--- src/rtl/wb_arb_pkg.sv ---
// ----------------------------------------------------------------------------
// wb_arb_pkg
//   Shared types and helpers for the wishbone round-robin arbiter.
//   - arb_state_e : arbiter FSM states (idle / granted / granted under lock)
//   - MAX_MASTER  : widest grant vector onehot2idx() can encode
//   - onehot2idx  : binary index of a one-hot vector (0 for an all-zero vector)
// ----------------------------------------------------------------------------
package wb_arb_pkg;

    typedef enum logic [1:0] {
        ARB_IDLE   = 2'd0,
        ARB_GRANT  = 2'd1,
        ARB_LOCKED = 2'd2
    } arb_state_e;

    // onehot2idx() takes a fixed-width argument; grant vectors are
    // zero-extended to this width before the call.
    localparam int unsigned MAX_MASTER = 32;

    // ORing the indices of all set bits yields the index of a one-hot
    // vector and 0 for an empty one, without a priority chain.
    function automatic int unsigned onehot2idx(input logic [MAX_MASTER-1:0] oh);
        int unsigned idx;
        idx = 0;
        for (int unsigned i = 0; i < MAX_MASTER; i++) begin
            if (oh[i]) begin
                idx = idx | i;
            end
        end
        return idx;
    endfunction

endpackage

--- src/rtl/wb_rr_pick.sv ---
// ----------------------------------------------------------------------------
// wb_rr_pick
//   Combinational round-robin pick: returns the first requester strictly after
//   the pointer, wrapping around.
//   Ports:
//     req    in   N_MASTER  request vector
//     ptr    in   IDXW      index of the last winner
//     winner out  N_MASTER  one-hot winner (all-zero when no request)
//     valid  out  1         at least one request present
// ----------------------------------------------------------------------------
module wb_rr_pick
    import wb_arb_pkg::*;
#(
    parameter int N_MASTER = 4,
    parameter int IDXW     = (N_MASTER > 1) ? $clog2(N_MASTER) : 1
) (
    input  logic [N_MASTER-1:0] req,
    input  logic [IDXW-1:0]     ptr,
    output logic [N_MASTER-1:0] winner,
    output logic                valid
);

    // The request vector is laid out twice side by side. Only the window
    // (ptr, ptr+N_MASTER] is allowed through, so a plain lowest-bit-first
    // priority encoder over the doubled vector gives the wrap-around order.
    logic [2*N_MASTER-1:0] dbl_req;
    logic [2*N_MASTER-1:0] dbl_win;
    logic                  found;

    genvar gi;
    generate
        for (gi = 0; gi < 2*N_MASTER; gi++) begin : g_dbl
            assign dbl_req[gi] = req[gi % N_MASTER]
                               && (gi > int'(ptr))
                               && (gi <= int'(ptr) + N_MASTER);
        end
    endgenerate

    always_comb begin
        dbl_win = '0;
        found   = 1'b0;
        for (int j = 0; j < 2*N_MASTER; j++) begin
            if (dbl_req[j] && !found) begin
                dbl_win[j] = 1'b1;
                found      = 1'b1;
            end
        end
    end

    // Fold the two halves back onto the master indices.
    generate
        for (gi = 0; gi < N_MASTER; gi++) begin : g_fold
            assign winner[gi] = dbl_win[gi] | dbl_win[gi + N_MASTER];
        end
    endgenerate

    assign valid = |dbl_req;

endmodule

--- src/rtl/wb_rr_arbiter.sv ---
// ----------------------------------------------------------------------------
// wb_rr_arbiter
//   Round-robin grant decision for the shared wishbone crossbar path, with bus
//   lock, re-arbitration at transfer boundaries and a hung-transfer watchdog.
//   Ports:
//     clk_i      in   1         clock
//     rstn_i     in   1         asynchronous active-low reset
//     cyc_i      in   N_MASTER  per-master wb_cyc (bus request)
//     stb_i      in   N_MASTER  per-master wb_stb
//     lock_i     in   N_MASTER  per-master wb_lock
//     ack_i      in   1         muxed slave ack
//     err_i      in   1         muxed slave err
//     rty_i      in   1         muxed slave rty
//     gnt_o      out  N_MASTER  one-hot grant or all-zero
//     gnt_idx_o  out  IDXW      grantee index, 0 when idle
//     busy_o     out  1         a grant is active
//     locked_o   out  1         grant is held under lock
//     wdt_err_o  out  1         one-cycle watchdog error pulse to the grantee
// ----------------------------------------------------------------------------
module wb_rr_arbiter
    import wb_arb_pkg::*;
#(
    parameter int N_MASTER = 4,
    parameter int TIMEOUT  = 255,
    parameter int IDXW     = (N_MASTER > 1) ? $clog2(N_MASTER) : 1
) (
    input  logic                clk_i,
    input  logic                rstn_i,
    input  logic [N_MASTER-1:0] cyc_i,
    input  logic [N_MASTER-1:0] stb_i,
    input  logic [N_MASTER-1:0] lock_i,
    input  logic                ack_i,
    input  logic                err_i,
    input  logic                rty_i,
    output logic [N_MASTER-1:0] gnt_o,
    output logic [IDXW-1:0]     gnt_idx_o,
    output logic                busy_o,
    output logic                locked_o,
    output logic                wdt_err_o
);

    localparam int CW = (TIMEOUT > 0) ? $clog2(TIMEOUT + 1) : 1;

    arb_state_e            state_reg, state_next;
    logic [N_MASTER-1:0]   gnt_reg, gnt_next;
    logic [IDXW-1:0]       ptr_reg, ptr_next;
    logic [IDXW-1:0]       idx_reg, idx_next;
    logic [CW-1:0]         cnt_reg, cnt_next;
    logic [N_MASTER-1:0]   abort_reg, abort_next;
    logic                  wdt_reg, wdt_next;
    logic                  busy_reg, locked_reg;

    logic [N_MASTER-1:0]   elig;
    logic [N_MASTER-1:0]   pick_gnt;
    logic                  pick_valid;
    logic                  pick_lock;
    logic                  resp;
    logic                  cur_cyc, cur_stb, cur_lock;
    logic                  boundary;
    logic                  grant_change;
    logic                  drop, take;

    assign resp     = ack_i | err_i | rty_i;
    assign cur_cyc  = |(cyc_i  & gnt_reg);
    assign cur_stb  = |(stb_i  & gnt_reg);
    assign cur_lock = |(lock_i & gnt_reg);
    assign boundary = cur_stb & resp;

    // The current grantee is never a candidate: the picker only ever answers
    // "who else is waiting", which covers idle, release, handover and revoke.
    assign elig = cyc_i & ~abort_reg & ~gnt_reg;

    wb_rr_pick #(
        .N_MASTER (N_MASTER),
        .IDXW     (IDXW)
    ) u_pick (
        .req    (elig),
        .ptr    (ptr_reg),
        .winner (pick_gnt),
        .valid  (pick_valid)
    );

    assign pick_lock = |(lock_i & pick_gnt);

    // ------------------------------------------------------------------
    // Grant FSM
    // ------------------------------------------------------------------
    always_comb begin
        state_next = state_reg;
        gnt_next   = gnt_reg;
        ptr_next   = ptr_reg;
        drop       = 1'b0;
        take       = 1'b0;

        unique case (state_reg)
            ARB_IDLE: begin
                take = pick_valid;
            end
            ARB_GRANT: begin
                // A pending watchdog pulse revokes the grant like a release.
                if (wdt_reg || !cur_cyc) begin
                    drop = 1'b1;
                end else if (cur_lock) begin
                    // Lock takes priority over a handover at the same boundary.
                    state_next = ARB_LOCKED;
                end else if (boundary && pick_valid) begin
                    take = 1'b1;
                end
            end
            ARB_LOCKED: begin
                if (wdt_reg || !cur_cyc) begin
                    drop = 1'b1;
                end else if (!cur_lock) begin
                    state_next = ARB_GRANT;
                end
            end
            default: begin
                drop = 1'b1;
            end
        endcase

        // Release hands straight over to a waiting master (no idle gap).
        if (drop) begin
            take = pick_valid;
            if (!pick_valid) begin
                state_next = ARB_IDLE;
                gnt_next   = '0;
            end
        end

        if (take) begin
            gnt_next   = pick_gnt;
            ptr_next   = IDXW'(onehot2idx(MAX_MASTER'(pick_gnt)));
            state_next = pick_lock ? ARB_LOCKED : ARB_GRANT;
        end
    end

    assign grant_change = (gnt_next != gnt_reg);
    assign idx_next     = IDXW'(onehot2idx(MAX_MASTER'(gnt_next)));

    // ------------------------------------------------------------------
    // Watchdog
    // ------------------------------------------------------------------
    generate
        if (TIMEOUT > 0) begin : g_wdt
            localparam logic [CW-1:0] CNT_MAX = CW'(TIMEOUT);
            localparam logic [CW-1:0] CNT_PRE = CW'(TIMEOUT - 1);

            // The pulse is registered on the edge where the count reaches
            // TIMEOUT, so a response in that same cycle clears the count
            // instead and no pulse is raised.
            always_comb begin
                cnt_next = '0;
                wdt_next = 1'b0;
                if (!grant_change && (state_reg != ARB_IDLE) && cur_stb && !resp) begin
                    cnt_next = (cnt_reg != CNT_MAX) ? cnt_reg + 1'b1 : cnt_reg;
                    wdt_next = (cnt_reg == CNT_PRE);
                end
            end
        end else begin : g_no_wdt
            assign cnt_next = '0;
            assign wdt_next = 1'b0;
        end
    endgenerate

    // A master aborted by the watchdog stays excluded until it drops cyc.
    assign abort_next = (abort_reg | (wdt_reg ? gnt_reg : '0)) & cyc_i;

    // ------------------------------------------------------------------
    // Registers
    // ------------------------------------------------------------------
    always_ff @(posedge clk_i or negedge rstn_i) begin
        if (!rstn_i) begin
            state_reg  <= ARB_IDLE;
            gnt_reg    <= '0;
            ptr_reg    <= IDXW'(N_MASTER - 1);
            idx_reg    <= '0;
            cnt_reg    <= '0;
            abort_reg  <= '0;
            wdt_reg    <= 1'b0;
            busy_reg   <= 1'b0;
            locked_reg <= 1'b0;
        end else begin
            state_reg  <= state_next;
            gnt_reg    <= gnt_next;
            ptr_reg    <= ptr_next;
            idx_reg    <= idx_next;
            cnt_reg    <= cnt_next;
            abort_reg  <= abort_next;
            wdt_reg    <= wdt_next;
            busy_reg   <= |gnt_next;
            locked_reg <= (state_next == ARB_LOCKED);
        end
    end

    assign gnt_o     = gnt_reg;
    assign gnt_idx_o = idx_reg;
    assign busy_o    = busy_reg;
    assign locked_o  = locked_reg;
    assign wdt_err_o = wdt_reg;

endmodule

--- config.mk ---
export PLATFORM = sky130hd
export DESIGN_NAME = wb_rr_arbiter
export DESIGN_NICKNAME = d
export VERILOG_FILES = /design/src/rtl/wb_arb_pkg.sv /design/src/rtl/wb_rr_pick.sv /design/src/rtl/wb_rr_arbiter.sv
export SDC_FILE = /design/constraint.sdc
export NUM_CORES = 1
export LEC_CHECK = 0
export CORE_AREA = 2 2 51 89
export CTS_CLUSTER_DIAMETER = 120
export DETAILED_ROUTE_END_ITERATION = 10
export DIE_AREA = 0 0 53 91
export DONT_BUFFER_PORTS = 1
export PLACE_DENSITY = 0.56
export SETUP_SLACK_MARGIN = 0.5
export SLEW_MARGIN = 10
export SYNTH_ARGS = -nofsm -noshare
export SYNTH_HDL_FRONTEND = slang
export SYNTH_SLANG_ARGS = --single-unit
--- constraint.sdc ---
create_clock -name clk_i -period 7.4 [get_ports clk_i]
set_clock_uncertainty 0.1 [all_clocks]
set_input_delay 2.22 -clock clk_i [delete_from_list [all_inputs] [get_ports clk_i]]
set_output_delay 2.22 -clock clk_i [all_outputs]
set_load 0.005 [all_outputs]
**Yosys cells after proc, flatten, opt, wreduce, memory -nomap -nowiden**

Index checks and enable logic that the tools add are counted.

- Register bits: 25
- Output and inout port bits: 9
- Word-level logic and storage cells: 124

- Mux-type cells: 41
- Equal/unequal tests: 7
- Bitwise logic cells: 16
- Order comparisons: 10
- $add $sub $neg: 2
- Reductions and logical operators: 39

Operators by type and width:

| kind | number |
|---|---|
| 4-bit by 32-bit <= comparator with 1-bit output (first input constant) | 4 |
| 3-bit by 32-bit <= comparator with 1-bit output (first input constant) | 2 |
| 2-bit by 32-bit <= comparator with 1-bit output (first input constant) | 1 |
| 4-bit bitwise AND | 7 |
| 2-bit two-way mux | 12 |
| 1-bit logical AND | 20 |
| 1-bit two-way mux | 20 |
| 4-bit OR reduction | 5 |
| 4-bit two-way mux | 4 |
| 8-bit two-way mux | 2 |
| 1-bit zero test | 9 |
| 8-bit by 1-bit adder with 8-bit output (second input constant) | 1 |
| 8-bit equality test (second input constant) | 1 |
| 8-bit inequality test (second input constant) | 1 |
| 4-bit inverter | 2 |
| 7-bit OR reduction | 1 |
| 1-bit OR | 5 |
| 2-bit by 3-bit adder with 4-bit output (second input constant) | 1 |
| 2-bit equality test (second input constant) | 2 |
| 2-bit greater-than comparator (first input constant) | 2 |
| 4-bit inequality test | 1 |
| 4-bit OR | 1 |
| 1-bit case mux with 2 select lines | 2 |
| 2-bit case mux with 2 select lines | 1 |
| other kinds (8) | 8 |

**Longest topological paths before layout**

Gate-level depths: netlist (run 1).

- Depth after elaboration: 32
- Gate-level depth with buffers: 8
- Gate-level depth less buffers: 8

**Hierarchy**

A second synthesis (run 1) with hierarchy kept.

- Cells, all modules: 191
- Area, all modules: 1764.2 um2

Modules (own cells, without submodules):

| module | area each (um2) | instances | cells an instance | seq. area each (um2) |
|---|---|---|---|---|
| wb_rr_arbiter | 1646.6 | 1 | 170 | 628.1 |
| wb_rr_pick | 117.6 | 1 | 21 | 0.0 |

**Worst setup path after synthesis (run 1)**

Ideal clock, no wire load.

- Path kind: input to register
- Start point: in lock_i[1]
- End point: reg busy_reg (netlist: busy_o)
- Library setup time: 0.139 ns
- Stages: 6
- Path slack: 3.325 ns
- Path buffers: 0
- Arrival time: 3.836 ns
- Required time: 7.161 ns
- Cell sequence: a22oi_2 -> nand2_2 -> o311ai_4 -> nand2_4 -> mux2_4 -> or4_4

- Word-level cells in the longest chain between the ends: 8

RTL lines:

| item | line | source |
|---|---|---|
| from (decl) | wb_rr_arbiter.sv:31 | `input logic [N_MASTER-1:0] lock_i,` |
| 4-bit bitwise AND | wb_rr_arbiter.sv:66 | `assign cur_lock = \|(lock_i & gnt_reg);` |
| 4-bit OR reduction | wb_rr_arbiter.sv:66 |  |
| 1-bit two-way mux | wb_rr_arbiter.sv:103 | `end else if (cur_lock) begin` |
| 1-bit two-way mux | wb_rr_arbiter.sv:101 | `if (wdt_reg \|\| !cur_cyc) begin` |
| 1-bit case mux with 2 select lines | wb_rr_arbiter.sv:95 | `unique case (state_reg)` |
| 1-bit two-way mux | wb_rr_arbiter.sv:123 | `if (drop) begin` |
| 4-bit two-way mux | wb_rr_arbiter.sv:131 | `if (take) begin` |
| net gnt_next[1] | wb_rr_arbiter.sv:45 | `logic [N_MASTER-1:0] gnt_reg, gnt_next;` |
| 4-bit OR reduction | wb_rr_arbiter.sv:191 | `busy_reg <= \|gnt_next;` |
| to (signal assigned) | wb_rr_arbiter.sv:191 |  |
| to (decl) | wb_rr_arbiter.sv:51 | `logic busy_reg, locked_reg;` |

The timed path passes the listed nets, and every way through them passes these cells.
A chain may end at the register's enable or synchronous reset.

**Worst setup path in the final report (run 1)**

- Start point: in cyc_i[3]
- End point: reg busy_reg (netlist: busy_o)

- Elaborated cells between the ends (all ways): 43

RTL lines:

| item | line | source |
|---|---|---|
| from (decl) | wb_rr_arbiter.sv:29 | `input logic [N_MASTER-1:0] cyc_i,` |
| branches (longest 13 deep; another with 7-bit OR reduction) | - |  |
| 4-bit two-way mux (*) | wb_rr_arbiter.sv:131 |  |
| net gnt_next[1] | wb_rr_arbiter.sv:45 |  |
| 4-bit OR reduction (*) | wb_rr_arbiter.sv:191 |  |

Mark *: on every way through the listed nets, which the timed path passes.

==> results of run 1 <==
routing by layer:
metal | GRT usage | part of all wire
met5 | 0 | 0
met4 | 0.139 | 0.066
met3 | 0.0280 | 0.044
met2 | 0.299 | 0.53
met1 | 0.206 | 0.36
placed cells by master (no fill, tap or decap), types with 3 or more instances in the layout:
cell type,synthesis,routed
a21oi_1,13,13
a22o_1,5,5
and2_1,3,3
clkbuf_8,0,3
dfrtp_1,23,23
ha_1,5,5
inv_1,6,6
nand2_1,12,12
nand3_1,5,5
nand4_1,4,4
nor2_1,10,10
nor2b_1,6,6
nor3_1,7,7
nor3b_2,4,4
o21ai_0,3,3
or3_1,3,3
xor2_1,5,5
cell families after synthesis:
| logic type | count (synthesis) | share of synthesized area |
|---|---|---|
| and+or+nand+nor | 69 | 0.256 |
| AOI/OAI and AO/OA | 44 | 0.225 |
| DFF | 25 | 0.393 |
| buffers and inverters | 10 | 0.0376 |
| xor gates and xnor gates | 6 | 0.0329 |
| adders and majority gates | 5 | 0.0392 |
| muxes | 2 | 0.0157 |
power by group through the flow:
stage / Combinational, mW / Clock, mW / Sequential (mW)
finish: 0.297 / 0.0824 / 0.224
global route: 0.328 / 0.0918 / 0.229
CTS: 0.296 / 0.0847 / 0.224
detailed placement: 0.295 / 0 / 0.226
global placement: 0.291 / 0 / 0.226
floorplan: 0.268 / 0 / 0.197
worst max-delay path, delay by kind of cell:
kind	cells	cell delay (ns)
AO/OA/AOI/OAI	1	0.22
multiplexers	1	0.32
AND/OR/NAND/NOR	4	1.30
worst paths after layout:
| path | from | to | slack (ns) | cells after the start |
|---|---|---|---|---|
| setup reg to reg | gnt_o[3]$_DFF_PN0_ | busy_o$_DFF_PN0_ | 4.69 | 6 |
| setup / recovery | cyc_i[3] | busy_o$_DFF_PN0_ | 3.39 | 6 |
| min in group asynchronous | rstn_i | cnt_reg[0]$_DFFE_PN0P_ | 1.53 | 0 |
| hold reg to reg | abort_reg[0]$_DFF_PN0_ | abort_reg[0]$_DFF_PN0_ | 0.45 | 2 |
| max in group asynchronous | rstn_i | ptr_reg[0]$_DFFE_PN1P_ | 5.50 | 0 |
| hold / removal | abort_reg[0]$_DFF_PN0_ | abort_reg[0]$_DFF_PN0_ | 0.45 | 2 |
final cells by class:
cell class                 instances  area share
sequential                        25       0.376
clock buffer                       3      0.0247
clock inverter                     1     0.00450
multi-input combinational        126       0.544
inverter                           6      0.0135
tap                               49      0.0367
stage by stage:
stage | hold WS (ns) | instance area (um2) | setup slack, ns
after floorplan | 0.397 | 1600 | 3.33
after global placement | 0.425 | 1620 | 3.11
after detailed placement | 0.437 | 1620 | 3.09
after CTS | 0.461 | 1670 | 3.39
after global routing | 0.492 | 1670 | 3.32
final | 0.452 | 1670 | 3.39
==> key figures, run 1 <==
Detailed routing
  – DRC: 0
  – Post-route ant nets: 0
  – Routed wire length: ~4000 um
  – 1st-pass router iterations: 4
  – DR vias/cell: between 5 and 6
  – Drt wl/cell: ~19 um
  – DR vias: approximately 1,300
  – DR iter-0 viols: 33

Layout
  – Layout cells sized above 1: 0.161
  – Max reg flops: 8
  – Final nets: ~180
  – FF+latch area: 628 um2
  – Diode count: 0
  – Post-Layout Cell Count: 210
  – Fill count: 411
  – Multi-input logic area: around 910 um2
  – Synthesis-to-layout area growth: 4.55%
  – Core Util, Final: 0.410

STA
  – Period minus WS final: around 4 ns
  – Setup_tns: 0 ns
  – Final Max Slew Viols: 0
  – Max-slew headroom at the worst pin: 0.578
  – Final Setup Violations: 0
  – FMAX: between 200 and 250 MHz
  – Fin. Hold Viols: 0
  – Final period utilization: 0.542
  – Slew @ Worst Pin: about 0.63 ns
  – RSZ-0062 raised after global routing: no

Placement
  – I/O Buffers: 0
  – Gp weighted congestion: approximately 0.92
  – Inst Count DP: 206
  – Dpl hpwl: between 3000 and 4000 um

Synthesis
  – Synth Net Count: ~180
  – Main flop type after synthesis: dfrtp_1
  – Synth async-reset ratio: 1.00
  – Syn Inst Count: 161
  – Synth area leader: dfrtp_1
  – Mean Syn Cell Area: ~9.9 um2
  – Cell with the most instances after synthesis: dfrtp_1
  – Post-synth top area share: 0.361
  – Largest cells by area after synthesis: dfrtp_1 36%, a21oi_1 4.1%, ha_1 3.9%, dfstp_2 3.3%, nor3b_2 3.1%
  – Post-synthesis sequential area ratio: 0.393
  – Most instantiated cells after synthesis: 23 x dfrtp_1, 13 x a21oi_1, 12 x nand2_1
  – Synthesized flop and latch total: 25
  – Yosys cell types: 52
  – Combined area of all synthesized cells: 1600 um2
  – Post-synth EDFFs: 0
  – Synthesis Warnings: 0

Power
  – Cell internal pwr: between 0.3 and 0.4 mW
  – Worst vdd ir: about 0.0002 V
  – Clock power share: 0.136
  – Net Sw Frac: 0.436
  – Net Switching: 0.263 mW
  – Static Leak: approximately 0.68 nW
  – Comb pwr share: 0.493
  – Pwr dens: roughly 360 nW/um2
  – Power consumption: 0.604 mW
  – Reg power frac: 0.371

Floorplan
  – Row count: 31
  – Initial Utilization: 0.392
  – Die ar.: approximately 4800 um2
  – Core ar.: slightly above 4000 um2
  – Chip width: between 50 and 60 um
  – Die height: around 91 um
  – IO Pins: 26

Clock tree
  – Reg clk slew, reported paths: approximately 0.090 ns
  – CTS Hold Buffers Added: 0
  – Cts repair resizes: 0
  – Post-CTS Setup Inserts: 0
  – H-tree Lvls: 1
  – Max clock buf depth: 2
  – CTS Root Cell: clkbuf_8
  – CTS Buf Count: 3
  – Clk_lat worst skew: ~0.27 ns
  – CTS tree: yes
  – Clock sinks: 25

Flow run
  – Max-cap violations: 0

Global routing
  – First-pass GRT wire length: around 6500 um
  – Vias in the first global route: 1,306
  – Total track usage: 0.184
  – Initial antenna violation count: 0
  – Pin count of the biggest net entering global routing: 26
  – Remaining Overflow, GRT: 0

Worst setup path
  – Critical path data arrival time: just over 4 ns
  – Max incr delay on CP: roughly 0.50 ns
  – WS Path Type: in2reg
  – Critical path peak fanout: 8
  – Startpoint types: primary input
  – Critical path, cell by cell: nor3b_2, nor4_1, o21ai_1, nand2_4, mux2_4, or4_4
  – Slowest stage cell, crit path: or4_4
  – Crit end category: register
  – Critical path data required time: 7.45 ns

Status
  – Outcome: finished clean

Min path
  – Hold Crit Class: reg2reg
No activity file was read; power rests on OpenSTA's default activity.
==> inputs of run 2 (changes only) <==
- clock period: 7.4 -> 3.9 ns (I/O delays scaled with it)
==> results of run 2 <==
Same layout as run 1 (identical final DEF). Status: finished clean.
Among the figures that moved: setup slack after placement 3.09 ns -> 0.644 ns; setup slack after layout 3.39 ns -> 0.936 ns; register-to-register setup slack 4.69 ns -> 1.19 ns; total power 0.604 mW -> 1.15 mW; worst IR drop on VDD 0.000198 V -> 0.000376 V
==> inputs of run 3 (changes only) <==
- PLACE_DENSITY: 0.56 -> 0.58
- clock period: 3.9 -> 2.4 ns (I/O delays scaled with it)
==> key figures, run 3 (synthesis gave the netlist of run 1 again) <==
Status
  – Outcome: finished with violations
  – Violated checks: setup timing

Detailed routing
  – 1st-pass router iterations: 4 (unchanged)
  – Drt wl/cell: 18.2 um (-1.7%)
  – DR vias/cell: 5.65 (-5.3%)
  – DR iter-0 viols: 39 (+18%)
  – Post-route ant nets: 0 (unchanged)
  – Routed wire length: 4980 um (+28%)
  – DRC: 0 (unchanged)
  – DR vias: 1,543 (+23%)

Placement
  – Setup WS pre-CTS: -0.190 ns
  – I/O Buffers: 0 (unchanged)
  – Placed cell area: 1930 um2 (+19%)
  – Inst Count DP: 245 (+19%)
  – Gp weighted congestion: roughly 0.95
  – Dpl hpwl: 3520 um (+14%)

STA
  – Hold_ws: 0.0334 ns (-0.419 ns)
  – FMAX: slightly above 400 MHz
  – Fin worst setup slack: -0.00890 ns
  – Final Setup Violations: 1 (+1)
  – Fin. Hold Viols: 0 (unchanged)
  – Period minus WS final: around 2.4 ns
  – RSZ-0062 raised after global routing: yes
  – Final period utilization: 1.00
  – Max-slew headroom at the worst pin: 0.724 (+0.146)
  – Final Max Slew Viols: 0 (unchanged)
  – Slew @ Worst Pin: 0.408 ns (-0.220 ns)

Worst setup path
  – WS Path Type: reg2reg
  – Critical path data arrival time: ~2.5 ns
  – Critical path data required time: about 2.4 ns
  – Critical path peak fanout: 5 (-3)
  – Critical R2R Capture: busy_o$_DFF_PN0_
  – R2R cell count: 7 (+1)
  – Startpoint types: register
  – Worst r2r src: gnt_o[1]$_DFF_PN0_
  – Internal reg-to-reg setup slack: -0.009 ns
  – Crit end category: register
  – Worst Setup SP: gnt_o[1]$_DFF_PN0_

Layout
  – Final nets: 247 (+34%)
  – Post-Layout Cell Count: 273 (+30%)
  – Commonest non-fill, non-tap cell in the layout: buf_4
  – Design area: 2410 um2 (+45%)
  – Layout cells sized above 1: 0.540 (+0.379)
  – Synthesis-to-layout area growth: 51.3%
  – Diode count: 0 (unchanged)
  – Max reg flops: 8 (unchanged)
  – Commonest cells after routing, fill and taps aside: 49 x buf_4, 19 x dfrtp_1, 13 x buf_6
  – Fill count: 354 (-14%)
  – Core Util, Final: 0.593 (+0.183)

Global routing
  – Vias in the first global route: 1,564 (+20%)
  – Initial antenna violation count: 0 (unchanged)
  – First-pass GRT wire length: 7640 um (+17%)
  – Pin count of the biggest net entering global routing: 26 (unchanged)
  – Total track usage: 0.214 (+0.0299)
  – Remaining Overflow, GRT: 0 (unchanged)

Floorplan
  – Row count: 31 (unchanged)
  – Chip width: 53 um (unchanged)
  – Initial Utilization: 0.392 (unchanged)
  – Die height: 91 um (unchanged)
  – Die ar.: 4820 um2 (unchanged)
  – Core ar.: 4070 um2 (unchanged)
  – IO Pins: 26 (unchanged)

Clock tree
  – Reg clk slew, reported paths: 0.09 ns (about the same)
  – CTS Buf Count: 3 (unchanged)
  – CTS Root Cell: clkbuf_8
  – Clk_lat worst skew: 0.27 ns (about the same)
  – CTS tree: yes
  – H-tree Lvls: 1 (unchanged)
  – Max clock buf depth: 2 (unchanged)
  – Clock sinks: 25 (unchanged)

Power
  – Static Leak: 1.03 nW (+53%)
  – Worst vdd ir: 0.000769 V
  – Pwr dens: between 1000 and 1500 nW/um2

Min path
  – Hold Crit Class: in2async

Flow run
  – Max-cap violations: 0 (unchanged)
==> run 3: per-layer routing <==
metal	track usage	part of all wire	up-vias
li1	-	-	723
met1	0.209	0.34	771
met2	0.416	0.59	39
met3	0.0280	0.038	10
met4	0.0897	0.033	0
met5	0	0	-
==> run 3: worst max-delay path by stage <==
stage                     cells past startpoint  slack [ns]               end
after floorplan                               7       -0.15  busy_o$_DFF_PN0_
after global placement                        7       -0.15  busy_o$_DFF_PN0_
after detailed placement                      7       -0.19  busy_o$_DFF_PN0_
after CTS                                     7        0.01  busy_o$_DFF_PN0_
after global routing                          7       -0.09  busy_o$_DFF_PN0_
final                                         7      -0.009  busy_o$_DFF_PN0_
==> run 3: power by group <==
group	leakage (nW)	switching, mW	total, mW	internal, mW
clock network	0.0217	0.138	0.256	0.117
registers	0.321	0.119	0.656	0.537
logic	0.689	0.863	1.92	1.06
total	1.03	1.12	2.83	1.71
==> run 3: layout make-up <==
| class | instances | area (um2) | area share |
|---|---|---|---|
| Tap cell | 49 | 61.3 | 0.0254 |
| Multi-Input combinational cell | 126 | 1120 | 0.464 |
| Sequential cell | 25 | 633 | 0.262 |
| Clock buffer | 3 | 41.3 | 0.0171 |
| Timing Repair Buffer | 63 | 529 | 0.219 |
| Inverter | 6 | 22.5 | 0.00933 |
| Clock inverter | 1 | 7.51 | 0.00311 |
==> run 3: worst max-delay path, stage by stage, from the launching register on <==
cell	delay, ns
dfrtp_2	0.46
buf_6	0.14
a22oi_2	0.18
nand2_2	0.10
o311ai_4	0.41
nand2_4	0.12
a22o_1	0.29
or4_4	0.48
==> run 3: timing repair <==
item / CTS / global route
gates resized for setup: 34 / 28
endpoints found under the setup margin: 21 / 22
pin swaps: 11 / 18
hold buffers: 0 / 0
setup buffers: 17 / 7
hold endpoints to repair: 0 / 0
==> run 3: through the flow <==
stage / setup TNS (ns) / power [mW]
CTS: 0 / 2.60
finish: -0.00890 / 2.83
floorplan: -0.148 / 1.46
global route: -0.126 / 2.98
global placement: -0.710 / 1.94
detailed placement: -1.14 / 1.97
